<file path="src/rtl/silife_pkg.sv">
// silife_pkg: shared types, widths and cell indexing for the silife blocks
package silife_pkg;
  typedef enum logic [1:0] {S_IDLE, S_EDIT, S_STEP} stepper_state_t;
  localparam int GEN_BITS = 32;
  function automatic int cell_index(int row, int col, int width);
    return row * width + col;
  endfunction
endpackage

</file>
<file path="src/rtl/silife_step_timer.sv">
// silife_step_timer: free-running period counter with terminal-count expiry
module silife_step_timer #(
  parameter int PERIOD_BITS = 24
) (
  input  logic                   clk,
  input  logic                   reset,
  input  logic                   run,
  input  logic                   restart,
  input  logic [PERIOD_BITS-1:0] period,
  output logic                   expire
);
  logic [PERIOD_BITS-1:0] count;
  // >= rather than == so a shrinking period expires on the next cycle
  assign expire = run && count >= ((period == '0) ? '0 : period - 1'b1);
  always_ff @(posedge clk)
    count <= (reset || !run || restart || expire) ? '0 : count + 1'b1;
endmodule

</file>
<file path="src/rtl/silife_stepper.sv">
// silife_stepper: generation scheduler and edit/step arbiter for silife_matrix
// Optional generation limit and halt: define SILIFE_STEPPER_MAX_GEN_EN
module silife_stepper
  import silife_pkg::*;
#(
  parameter int WIDTH       = 8,
  parameter int HEIGHT      = 8,
  parameter int PERIOD_BITS = 24
) (
  input  logic                       clk,
  input  logic                       reset,
  input  logic                       run,
  input  logic                       step_req,
  input  logic [PERIOD_BITS-1:0]     period,
  input  logic                       edit_valid,
  output logic                       edit_ready,
  input  logic                       edit_set,
  input  logic [$clog2(HEIGHT)-1:0]  edit_row,
  input  logic [$clog2(WIDTH)-1:0]   edit_col,
  output logic                       step_en,
  output logic [HEIGHT*WIDTH-1:0]    set_cells,
  output logic [HEIGHT*WIDTH-1:0]    clear_cells,
  output logic [GEN_BITS-1:0]        generation,
  output logic                       busy
`ifdef SILIFE_STEPPER_MAX_GEN_EN
  ,
  input  logic [GEN_BITS-1:0]        max_gen,
  output logic                       halted
`endif
);
  localparam int N = HEIGHT * WIDTH;
  stepper_state_t state, state_nx;
  logic step_pending, e_set, expire, req_ok, tick, stop, go, in_range;
  logic [$clog2(HEIGHT)-1:0] e_row;
  logic [$clog2(WIDTH)-1:0] e_col;
  logic [N-1:0] cell_bit;
`ifdef SILIFE_STEPPER_MAX_GEN_EN
  logic run_q;
  // stop also covers the cycle before halted rises so no extra step slips in
  assign stop = halted || (max_gen != '0 && generation == max_gen);
  always_ff @(posedge clk) begin
    run_q <= reset ? 1'b0 : run;
    if (reset) halted <= 1'b0;
    else if (run && !run_q && generation != max_gen) halted <= 1'b0;
    else if (max_gen != '0 && generation == max_gen) halted <= 1'b1;
  end
`else
  assign stop = 1'b0;
`endif
  assign req_ok = step_req && !stop;
  assign tick   = (expire || req_ok) && !stop;
  assign go     = step_pending && !stop;
  silife_step_timer #(.PERIOD_BITS(PERIOD_BITS)) u_timer (
    .clk     (clk),
    .reset   (reset),
    .run     (run),
    .restart (req_ok),
    .period  (period),
    .expire  (expire)
  );
  always_ff @(posedge clk)
    state <= reset ? S_IDLE : state_nx;
  always_comb
    state_nx = (state == S_STEP) ? S_IDLE :
               (state == S_IDLE) ? (edit_valid ? S_EDIT : go ? S_STEP : S_IDLE) :
               (go ? S_STEP : edit_valid ? S_EDIT : S_IDLE);
  always_ff @(posedge clk) begin
    if (reset) begin
      step_pending <= 1'b0;
      generation   <= '0;
      e_set        <= 1'b0;
      e_row        <= '0;
      e_col        <= '0;
    end else begin
      step_pending <= tick || (step_pending && state != S_STEP && !stop);
      if (state == S_STEP) generation <= generation + 1'b1;
      if (edit_valid && edit_ready) begin
        e_set <= edit_set;
        e_row <= edit_row;
        e_col <= edit_col;
      end
    end
  end
  always_comb begin
    edit_ready  = state == S_IDLE || (state == S_EDIT && !go);
    step_en     = state == S_STEP;
    busy        = state != S_IDLE || step_pending;
    in_range    = int'(e_row) < HEIGHT && int'(e_col) < WIDTH;
    cell_bit    = in_range ? {{(N-1){1'b0}}, 1'b1} << cell_index(int'(e_row), int'(e_col), WIDTH) : '0;
    set_cells   = (state == S_EDIT && e_set) ? cell_bit : '0;
    clear_cells = (state == S_EDIT && !e_set) ? cell_bit : '0;
  end
endmodule

</file>
<file path="config.mk">
export PLATFORM = sky130hd
export DESIGN_NAME = silife_stepper
export DESIGN_NICKNAME = d
export VERILOG_FILES = /design/src/rtl/silife_pkg.sv /design/src/rtl/silife_step_timer.sv /design/src/rtl/silife_stepper.sv
export SDC_FILE = /design/constraint.sdc
export NUM_CORES = 1
export LEC_CHECK = 0
export ABC_AREA = 1
export CAP_MARGIN = 20
export CELL_PAD_IN_SITES_DETAIL_PLACEMENT = 2
export CELL_PAD_IN_SITES_GLOBAL_PLACEMENT = 2
export CORE_MARGIN = 1.5
export CORE_UTILIZATION = 25
export CTS_CLUSTER_DIAMETER = 120
export CTS_CLUSTER_SIZE = 16
export DETAILED_ROUTE_END_ITERATION = 8
export GPL_ROUTABILITY_DRIVEN = 0
export PLACE_DENSITY_LB_ADDON = 0.1
export SLEW_MARGIN = 15
export SYNTH_ARGS = -nofsm -noshare
export SYNTH_HDL_FRONTEND = slang
export SYNTH_SLANG_ARGS = --single-unit
</file>
<file path="constraint.sdc">
create_clock -name clk -period 5.9 [get_ports clk]
set_clock_uncertainty 0.15 [all_clocks]
set_input_delay 1.18 -clock clk [delete_from_list [all_inputs] [get_ports clk]]
set_output_delay 1.18 -clock clk [all_outputs]
set_load 0.01 [all_outputs]
</file>
# == After elaboration in Yosys (flattened, before gate mapping) ==
# Index checks and enable logic that the tools add are counted.
# totals
register_bits,66
in_bits,36
# op_classes
addsub,4
eq_ne,3
order_cmp,1
n_reduce_logical,20
shift,1
mux,8
# op_table
operator,n
$mux W64,2
$shl A1 B7 Y64 const A,1
$add A32 B1 Y32 const B,1
$add A24 B1 Y24 const B,1
$ge A24 B24 Y1,1
$logic_not A24 Y1,1
$mux W24,1
$sub A24 B1 Y24 const B,1
$mux W2,4
$add A6 B3 Y7,1
$logic_or A1 B1 Y1,7
$logic_and A1 B1 Y1,6
$logic_not A1 Y1,3
$eq A2 B1 Y1 const B,1
$eq A2 B2 Y1 const B,1
$logic_not A2 Y1,1
$ne A2 B2 Y1 const B,1
$reduce_bool A2 Y1,1
$reduce_or A2 Y1,1
$mux W1,1

# == Depth between registers and ports, before layout ==
# Gate-level depths: netlist of the first run.
# logic_depth
word_depth,6
ltp_mapped,24

# == Modules after synthesis ==
# A second synthesis of the first run with hierarchy kept.
# unflattened
cells_unflattened,972
hier_area_um2,5848.1
# modules_own_cells
module,instances,cells_each,seq_area_each_um2,area_each_um2
silife_stepper,1,545,840.8,3194.3
silife_step_timer,1,427,480.5,2653.8

# == Least setup slack after synthesis of the first run ==
# OpenSTA, ideal clock, no wires.
# synth_timing
path_kind,input -> register
startpoint,input port period[0]
endpoint,register u_timer.count[10]
path_stages,22
setup_slack_ns,2.311
t_arrival_ns,3.323
path_cell_list,inv_1 > ha_1 > inv_1 > nor2_1 > nand2_2 > nor2_4 > nand2_1 > nor2_1 > o21ai_0 > ha_1 > nand2_1 > nor2_1 > nand2_1 > nor2_1 > nand2_1 > nor2_1 > nand2_1 > nand2_1 > nand2_1 > nand2_2 > buf_4 > nor2_1
# synth_via
elab_chain_len,5
# synth_rtl
item,line,rtl
from (decl),silife_stepper.sv:14,"input logic [PERIOD_BITS-1:0] period,"
$sub A24 B1 Y24 / $logic_not A24 Y1 (equally long branches),silife_step_timer.sv:14,assign expire = run && count >= ((period == '0) ? '0 : period - 1'b1);
$mux W24 (*),silife_step_timer.sv:14,
$ge A24 B24 Y1 (*),silife_step_timer.sv:14,
$logic_and A1 B1 Y1 (*),silife_step_timer.sv:14,
$logic_or A1 B1 Y1 (*),silife_step_timer.sv:16,count <= (reset || !run || restart || expire) ? '0 : count + 1'b1;
to (signal assigned),silife_step_timer.sv:16,
to (decl),silife_step_timer.sv:12,logic [PERIOD_BITS-1:0] count;
# Every way passes the cells marked *; elsewhere a longest branch is shown, timed or not.
# A chain may end at the register's enable or synchronous reset.

# == Worst setup path in the final report of the first run ==
# layout_timing
startpoint,register e_row[0]
endpoint,output port clear_cells[45]
# layout_via
elab_chain_len,3
# layout_rtl
item,line,rtl
from (decl),silife_stepper.sv:34,logic [$clog2(HEIGHT)-1:0] e_row;
from (signal assigned),silife_stepper.sv:79,e_row <= edit_row;
$add A6 B3 Y7,silife_pkg.sv:6,return row * width + col;
$shl A1 B7 Y64,silife_stepper.sv:89,"cell_bit = in_range ? {{(N-1){1'b0}}, 1'b1} << cell_index(int'(e_row), int'(e_col), WIDTH) : '0;"
$mux W64,silife_stepper.sv:91,clear_cells = (state == S_EDIT && !e_set) ? cell_bit : '0;
to (decl),silife_stepper.sv:22,"output logic [HEIGHT*WIDTH-1:0] clear_cells,"
# No other way between the ends.

==> results of run 1 <==
==> synth_stat cells (5+ instances only) <==
cell      number
a21oi_1       36
clkbuf_1      34
dfxtp_1       66
ha_1          28
inv_1        102
nand2_1      200
nand2_2        5
nand3_1       60
nand4_1       57
nor2_1       219
nor2_2         5
nor2_4         5
nor3_1        58
nor3_2         5
o21ai_0       22
xnor2_1       15
xor2_1        16
==> worst max-delay path, cell delays in order, from the launching register on <==
cell and delay, ns:
dfxtp_1 0.91, inv_1 0.63, nor2_1 0.45, nand3_1 0.16
nor2_1 0.22, clkdlybuf4s50_1 0.59
==> power breakdown <==
part	total (mW)	switching [mW]	internal (mW)	leakage [nW]
clock	0.570	0.207	0.363	0.152
combinational	0.185	0.125	0.0599	2.29
sequential	0.465	0.0123	0.453	0.534
==> path summary, 6_finish.rpt <==
check                                        from                 to  slack [ns]  cells past startpoint
worst min-delay path               generation[31]     generation[31]        0.36                      2
worst max-delay path                     e_row[0]    clear_cells[45]        1.25                      5
worst min register to register     generation[31]     generation[31]        0.36                      2
worst max register to register  u_timer.count[19]  u_timer.count[21]        3.68                     12
==> routing by layer <==
metal  GRT usage, %  vias to the layer above
met5              0                        -
met4          4.121                        0
met3          2.746                       19
met2          38.63                      165
met1          27.67                     3409
li1               -                     3530
==> layout make-up <==
type	instances	area, um^2	area share (%)
multi-input cells	764	3882	46.74
repair buffers	206	2039	24.55
flip-flops and latches	66	1321	15.91
inverters	104	390.4	4.699
well taps	285	356.6	4.293
clock buffers	13	270.3	3.253
clock inverters	3	46.29	0.5573
==> state kept, by name (all words and copies together), names as in the netlist <==
register,flops
e_col,3
e_row,3
e_set,1
generation,32
go,1
state,2
u_timer.count,24
==> kinds of logic (layout without fill, tap and decap cells) <==
group           Yosys count  after routing  share of synthesized area (%)
simple gates            632            632                          49.59
buf+inv                 146            326                          9.722
compound gates           73             73                          6.916
flops                    66             66                          22.97
xor+xnor                 31             31                          4.719
fa+ha+maj                28             28                          6.090
==> stage by stage <==
step / instances / utilization, %
2_1_floorplan: 976 / -
3_3_place_gp: 1423 / 35.24
3_5_place_dp: 1424 / 35.27
4_1_cts: 1440 / 36.67
5_1_grt: 1441 / 36.69
6_report: 1441 / 36.69
==> impl_metrics.ini, run 1 <==
[status]
status = complete, no violations

[synth]
syn_inst = 976
ys_seq_elements = 66
synth_enable_flop_cells = 0
synth-seq-area-share_pct = 22.97
synth.area.top_cells = dfxtp_1 23%, nor2_1 14%, nand2_1 13%
yosys.area.top_type = dfxtp_1
avgSynthCellArea_um2 = 5.894
netlist_area_um2 = 5753
synthArstFlopShare_pct = 0
synth_top_area_share_pct = 22.97
synth_nets = 1040
synthDistinctLibCells = 34
synth_warnings = 0
synth_flop_cell = dfxtp_1

[timing]
fin_tns_setup_ns = 0
slew_viol_final = 0
max_slew_margin_pct = 32.92
holdWs_ns = 0.3572
hold_violations = 0
tightest_slew_ns = 0.9985
max_freq_mhz = 215.3
rsz0062_at_grt = no
period_minus_slack_ns = 4.645
setup_ws_ns = 1.255
finalCritPeriodShare_pct = 78.73
finalSetupViolCount = 0

[routing]
firstDrtPassIters = 5
met3_length_um = 833
vias_per_cell = 4.943
dr.first_iter.drc_count = 258
routedWlPerCell_um = 17.59
drc = 0
wl_met1_mm = 12.01
top_layer = met4
wl_met2_mm = 12.20
postRouteAntennaNets = 0
via_count = 7123
routed_wl_mm = 25.34

[cells_and_area]
layout_commonest_cell = nor2_1
nets = 1215
layout_common_cells = 219 x nor2_1, 200 x nand2_1, 198 x clkdlybuf4s50_1
fin_area_um2 = 8307
drive_gt1_share_pct = 4.844
n_antenna_cell = 0
fill_cells = 2834
syn_to_final_growth_pct = 44.39

[critical_path]
worstSetupStartpointType = flop
crit_type = reg -> out
required_ns = 4.57
cp-end-kind = primary output
critPathMaxFanout = 23
critPathArrivalTime_ns = 3.32

[power]
ir_worst_vdd_uv = 104.8
power.total_mw = 1.221
powerDensity_nw_per_um2 = 147.0
p_leak_nw = 2.977

[job]
max-cap-violations = 0

[grt]
track_usage_pct = 21.55
grt_pass1_vias = 7606
grt_max_degree = 43
gr-total-overflow = 0
grt_pass1_wl_mm = 41.17
grt_antenna_before_repair = 0

[clock_tree]
clk_path_buf_depth = 2
clk_pin_slew_ns = 0.06
cts_resized = 0
cts.sinks = 66
postCtsSetupBuffers = 0
cts_tree = yes
tritoncts.num_buffers = 9
clock-root-buffer = clkbuf_16
clkLatencyLatePin_ns = 0.34
htree_levels = 3
hold_buffers = 0

[die]
core_um2 = 22640
die_h_um = 154.7
ios = 199
rows = 55
chipWidth_um = 154.7
start_util_pct = 25.41
die-area_um2 = 23930

[hold_path]
hp-class = reg -> reg

[placed_design]
preCtsSetupSlack_ns = 1.041
dp_hpwl_mm = 20.50
port_buffers = 198
placed_area_um2 = 7985
(Power assumes the default switching activity.)
==> run 2: changes to the inputs <==
- CORE_UTILIZATION: 25 -> 23
- clock period: 5.9 -> 4.6 ns (I/O delays scaled with it)
==> run 2 against run 1 <==
  * Largest power group unchanged
  * Clock power increased by 21%
  * Non-clock buffer count increased by 8
  * Final area increased by 1.2%
  * Worst setup slack got worse by 0.58 ns
  * Critical endpoint is now u_timer.count[11]
  * Sequential power increased by 28%
  * Total power increased by 25%
  * Sequential share of layout area decreased by 0.18 points
==> impl_metrics.ini, run 2 (synthesis results as in run 1) <==
[critical_path]
critPathTopFamily = simple AND/OR/NAND/NOR gates
cp-end-kind = flop
crit_buf_inv = 4
crit_chain = clkdlybuf4s50_1 > inv_1 > ha_1 > inv_1 > nor2_1 > nand2_2 > nor2_4 > nand2_1 > nor2_1 > o21ai_0 > ha_1 > nand2_1 > nor2_1 > nand2_1 > nor2_1 > nand2_1 > nor2_1 > nand2_1 > nand2_1 > nand2_1 > nand2_2 > buf_12 > nor2_1
worstSetupStartpointType = input pin
critPathArrivalTime_ns = 4.00
slowest_delay_ns = 0.48
critPathMaxFanout = 24
required_ns = 4.67
crit_slowest_cell = clkdlybuf4s50_1
crit_type = in -> reg
cp_common_cell = nand2_1

[clock_tree]
cts.sinks = 66
clkLatencyLatePin_ns = 0.35
clock-root-buffer = clkbuf_16
tritoncts.num_buffers = 9
clk_pin_slew_ns = 0.06
hold_buffers = 0
cts_resized = 0
clk_path_buf_depth = 2
postCtsSetupBuffers = 0
cts_tree = yes
htree_levels = 3

[cells_and_area]
drive_gt1_share_pct = 5.412
largest-register = generation
layout_commonest_cell = nor2_1
utilization_pct = 34.36
fill_cells = 2944
layout_common_cells = 219 x nor2_1, 200 x nand2_1, 198 x clkdlybuf4s50_1
reg_top3 = generation: 32 flops, u_timer.count: 24 flops
syn_to_final_growth_pct = 46.09
instances_no_fill = 1489
nets = 1223
largest_reg_flops = 32

[die]
rows = 57
core_um2 = 24460
die_h_um = 161.2
ios = 199
chipWidth_um = 161.2
die-area_um2 = 25970
start_util_pct = 23.52

[grt]
grt_pass1_vias = 7491
grt_pass1_wl_mm = 41.19
track_usage_pct = 19.88
grt_max_degree = 46
grt_antenna_before_repair = 1
gr-total-overflow = 0

[power]
ir_worst_vdd_uv = 187.8
power.total_mw = 1.531
p_leak_nw = 3.005
powerDensity_nw_per_um2 = 182.2

[status]
status = complete, no violations

[placed_design]
dp_hpwl_mm = 20.56
dp_cells = 1472
port_buffers = 198

[timing]
max_freq_mhz = 254.9
tightest_slew_ns = 0.9542
rsz0062_at_grt = no
hold_violations = 0
slew_viol_final = 0
finalSetupViolCount = 0
max_slew_margin_pct = 36.32
finalCritPeriodShare_pct = 85.27
fin_tns_setup_ns = 0
period_minus_slack_ns = 3.923

[routing]
vias_per_cell = 4.737
via_count = 7053
postRouteAntennaNets = 0
firstDrtPassIters = 4
dr.first_iter.drc_count = 203
routedWlPerCell_um = 17.03
routed_wl_mm = 25.36
drc = 0

[job]
max-cap-violations = 0

[hold_path]
hp-class = reg -> reg
run 2: layout make-up:
class	count	area (um^2)	area share [%]
Clock buffer	11	232.7	2.769
Antenna cell	1	2.502	0.02978
Timing Repair Buffer	214	2115	25.16
Tap cell	324	405.4	4.824
Multi-Input combinational cell	764	3882	46.20
Sequential cell	66	1321	15.72
Inverter	104	390.4	4.645
Clock inverter	5	55.05	0.6551
run 2: through the flow:
stage	hold slack, ns	instance area, um^2	worst slack (ns)
after floorplan	0.2940	5753	1.271
after global placement	0.3366	8114	0.3274
after detailed placement	0.3517	8114	0.2789
after CTS	0.3627	8402	0.6122
after global routing	0.3848	8404	0.2483
final	0.3544	8404	0.6775
run 2: final timing paths:
kind	startpoint	endpoint	slack, ns	depth (start not counted)
setup / recovery	period[1]	u_timer.count[11]	0.68	23
hold / removal	e_set	e_set	0.35	2
setup reg to reg	u_timer.count[0]	u_timer.count[16]	2.56	7
hold reg to reg	e_set	e_set	0.35	2
run 2: power by group:
| group | internal, mW | switching, mW |
|---|---|---|
| Combinational | 0.0836 | 0.165 |
| Sequential | 0.581 | 0.0139 |
| Clock | 0.418 | 0.269 |
| Total | 1.08 | 0.448 |
run 2: layer usage:
layer | track usage, % | vias up | wire (um)
li1 | - | 3538 | -
met1 | 25.87 | 3351 | 12130
met2 | 34.46 | 146 | 11960
met3 | 2.748 | 18 | 930
met4 | 4.924 | 0 | 348
met5 | 0 | - | 0
run 2: worst register-to-register path, stage by stage (launching register included):
cell	delay, ns
dfxtp_1	0.48
ha_1	0.32
nand3_1	0.24
inv_1	0.13
nand2_1	0.09
nor4_1	0.29
xnor2_1	0.17
nor2_1	0.06
==> run 3: changes to the inputs <==
- SLEW_MARGIN: 15 -> 40
==> run 3 against run 2 <==
  * Hold slack better by 0.0060 ns
  * First-iteration DRC count rose by 4.4%
  * Non-clock buffer count is the same
  * Critical path type unchanged
  * Largest power group unchanged
==> impl_metrics.ini, run 3 (synthesis results as in run 1) <==
[critical_path]
cp_common_cell = nand2_1
required_ns = 4.67
crit_chain = clkdlybuf4s50_1 > inv_1 > ha_1 > inv_1 > nor2_1 > nand2_2 > nor2_4 > nand2_1 > nor2_1 > o21ai_0 > ha_1 > nand2_1 > nor2_1 > nand2_1 > nor2_1 > nand2_1 > nor2_1 > nand2_1 > nand2_1 > nand2_1 > nand2_2 > buf_12 > nor2_1
crit_type = in -> reg
cp-end-kind = flop
slowest_delay_ns = 0.49
worstSetupStartpointType = input pin
critPathMaxFanout = 24
crit_slowest_cell = clkdlybuf4s50_1
critPathArrivalTime_ns = 4.03

[timing]
slew_viol_final = 0
max_slew_margin_pct = 51.31
period_minus_slack_ns = 3.954
tightest_slew_ns = 0.7264
rsz0062_at_grt = no
hold_violations = 0
setup_ws_ns = 0.6465
finalCritPeriodShare_pct = 85.95
finalSetupViolCount = 0
max_freq_mhz = 252.9
fin_tns_setup_ns = 0

[clock_tree]
postCtsSetupBuffers = 0
clk_path_buf_depth = 2
cts.sinks = 66
htree_levels = 3
cts_resized = 0
cts_tree = yes
clk_pin_slew_ns = 0.07
tritoncts.num_buffers = 9
clkLatencyLatePin_ns = 0.34
hold_buffers = 0
clock-root-buffer = clkbuf_16

[grt]
grt_antenna_before_repair = 1
grt_pass1_vias = 7523
grt_max_degree = 46
grt_pass1_wl_mm = 41.14
track_usage_pct = 19.84
gr-total-overflow = 0

[cells_and_area]
largest-register = generation
nets = 1223
largest_reg_flops = 32
layout_commonest_cell = nor2_1
layout_common_cells = 219 x nor2_1, 200 x nand2_1, 198 x clkdlybuf4s50_1
drive_gt1_share_pct = 5.412
syn_to_final_growth_pct = 46.22
reg_top3 = generation: 32 flops, u_timer.count: 24 flops

[die]
die-area_um2 = 25970
start_util_pct = 23.52
ios = 199
core_um2 = 24460
die_h_um = 161.2
chipWidth_um = 161.2
rows = 57

[routing]
routed_wl_mm = 25.42
postRouteAntennaNets = 0
vias_per_cell = 4.776
dr.first_iter.drc_count = 212
firstDrtPassIters = 4
via_count = 7111
routedWlPerCell_um = 17.07
drc = 0

[power]
power.total_mw = 1.530
p_leak_nw = 3.005
powerDensity_nw_per_um2 = 181.9
ir_worst_vdd_uv = 161.3

[placed_design]
dp_hpwl_mm = 20.55
preCtsSetupSlack_ns = 0.2615
port_buffers = 198

[hold_path]
hp-class = reg -> reg

[status]
status = complete, no violations

[job]
max-cap-violations = 0
-- run 3: cell counts in the layout (fill, tap and decap cells not counted) --
No cell type changed its count.
-- run 3: cell type report --
type | count | area (um^2)
timing repair buffer | 214 | 2115
inverter | 104 | 390.4
multi-input combinational | 764 | 3890
antenna | 1 | 2.502
tap | 324 | 405.4
fill | 2931 | 16050
sequential | 66 | 1321
clock inverter | 5 | 55.05
clock buffer | 11 | 232.7
-- run 3: worst paths after layout --
path / start / to / slack, ns / cells past startpoint
min reg2reg: generation[31] / generation[31] / 0.36 / 2
max reg2reg: u_timer.count[0] / u_timer.count[16] / 2.51 / 7
max: period[1] / u_timer.count[16] / 0.65 / 23
min: generation[31] / generation[31] / 0.36 / 2
-- run 3: worst max-delay path, delay by kind of cell --
family                     cells  cell delay (ns)
AOI/OAI and AO/OA              1             0.12
and+or+nand+nor               16             1.61
buffers and inverters          4             0.86
adders and majority gates      2             0.50
-- run 3: stage by stage --
| stage | area, um^2 | instances | util, % | hold WS, ns |
|---|---|---|---|---|
| floorplan | 5753 | 976 | - | 0.2940 |
| global placement | 8114 | 1472 | 33.17 | 0.3366 |
| detailed placement | 8122 | 1472 | 33.20 | 0.3517 |
| CTS | 8409 | 1488 | 34.38 | 0.3625 |
| global route | 8412 | 1489 | 34.39 | 0.4022 |
| finish | 8412 | 1489 | 34.39 | 0.3604 |
-- run 3: metal layers --
| metal | global-route usage (%) | vias up | wire length, um |
|---|---|---|---|
| li1 | - | 3536 | - |
| met1 | 25.45 | 3406 | 12170 |
| met2 | 34.82 | 150 | 11980 |
| met3 | 2.671 | 19 | 897 |
| met4 | 5.177 | 0 | 376 |
| met5 | 0 | - | 0 |
-- run 3: power breakdown --
group / internal [mW] / switching, mW
logic: 0.0839 / 0.166
clock network: 0.418 / 0.267
registers: 0.581 / 0.0143
total: 1.08 / 0.447
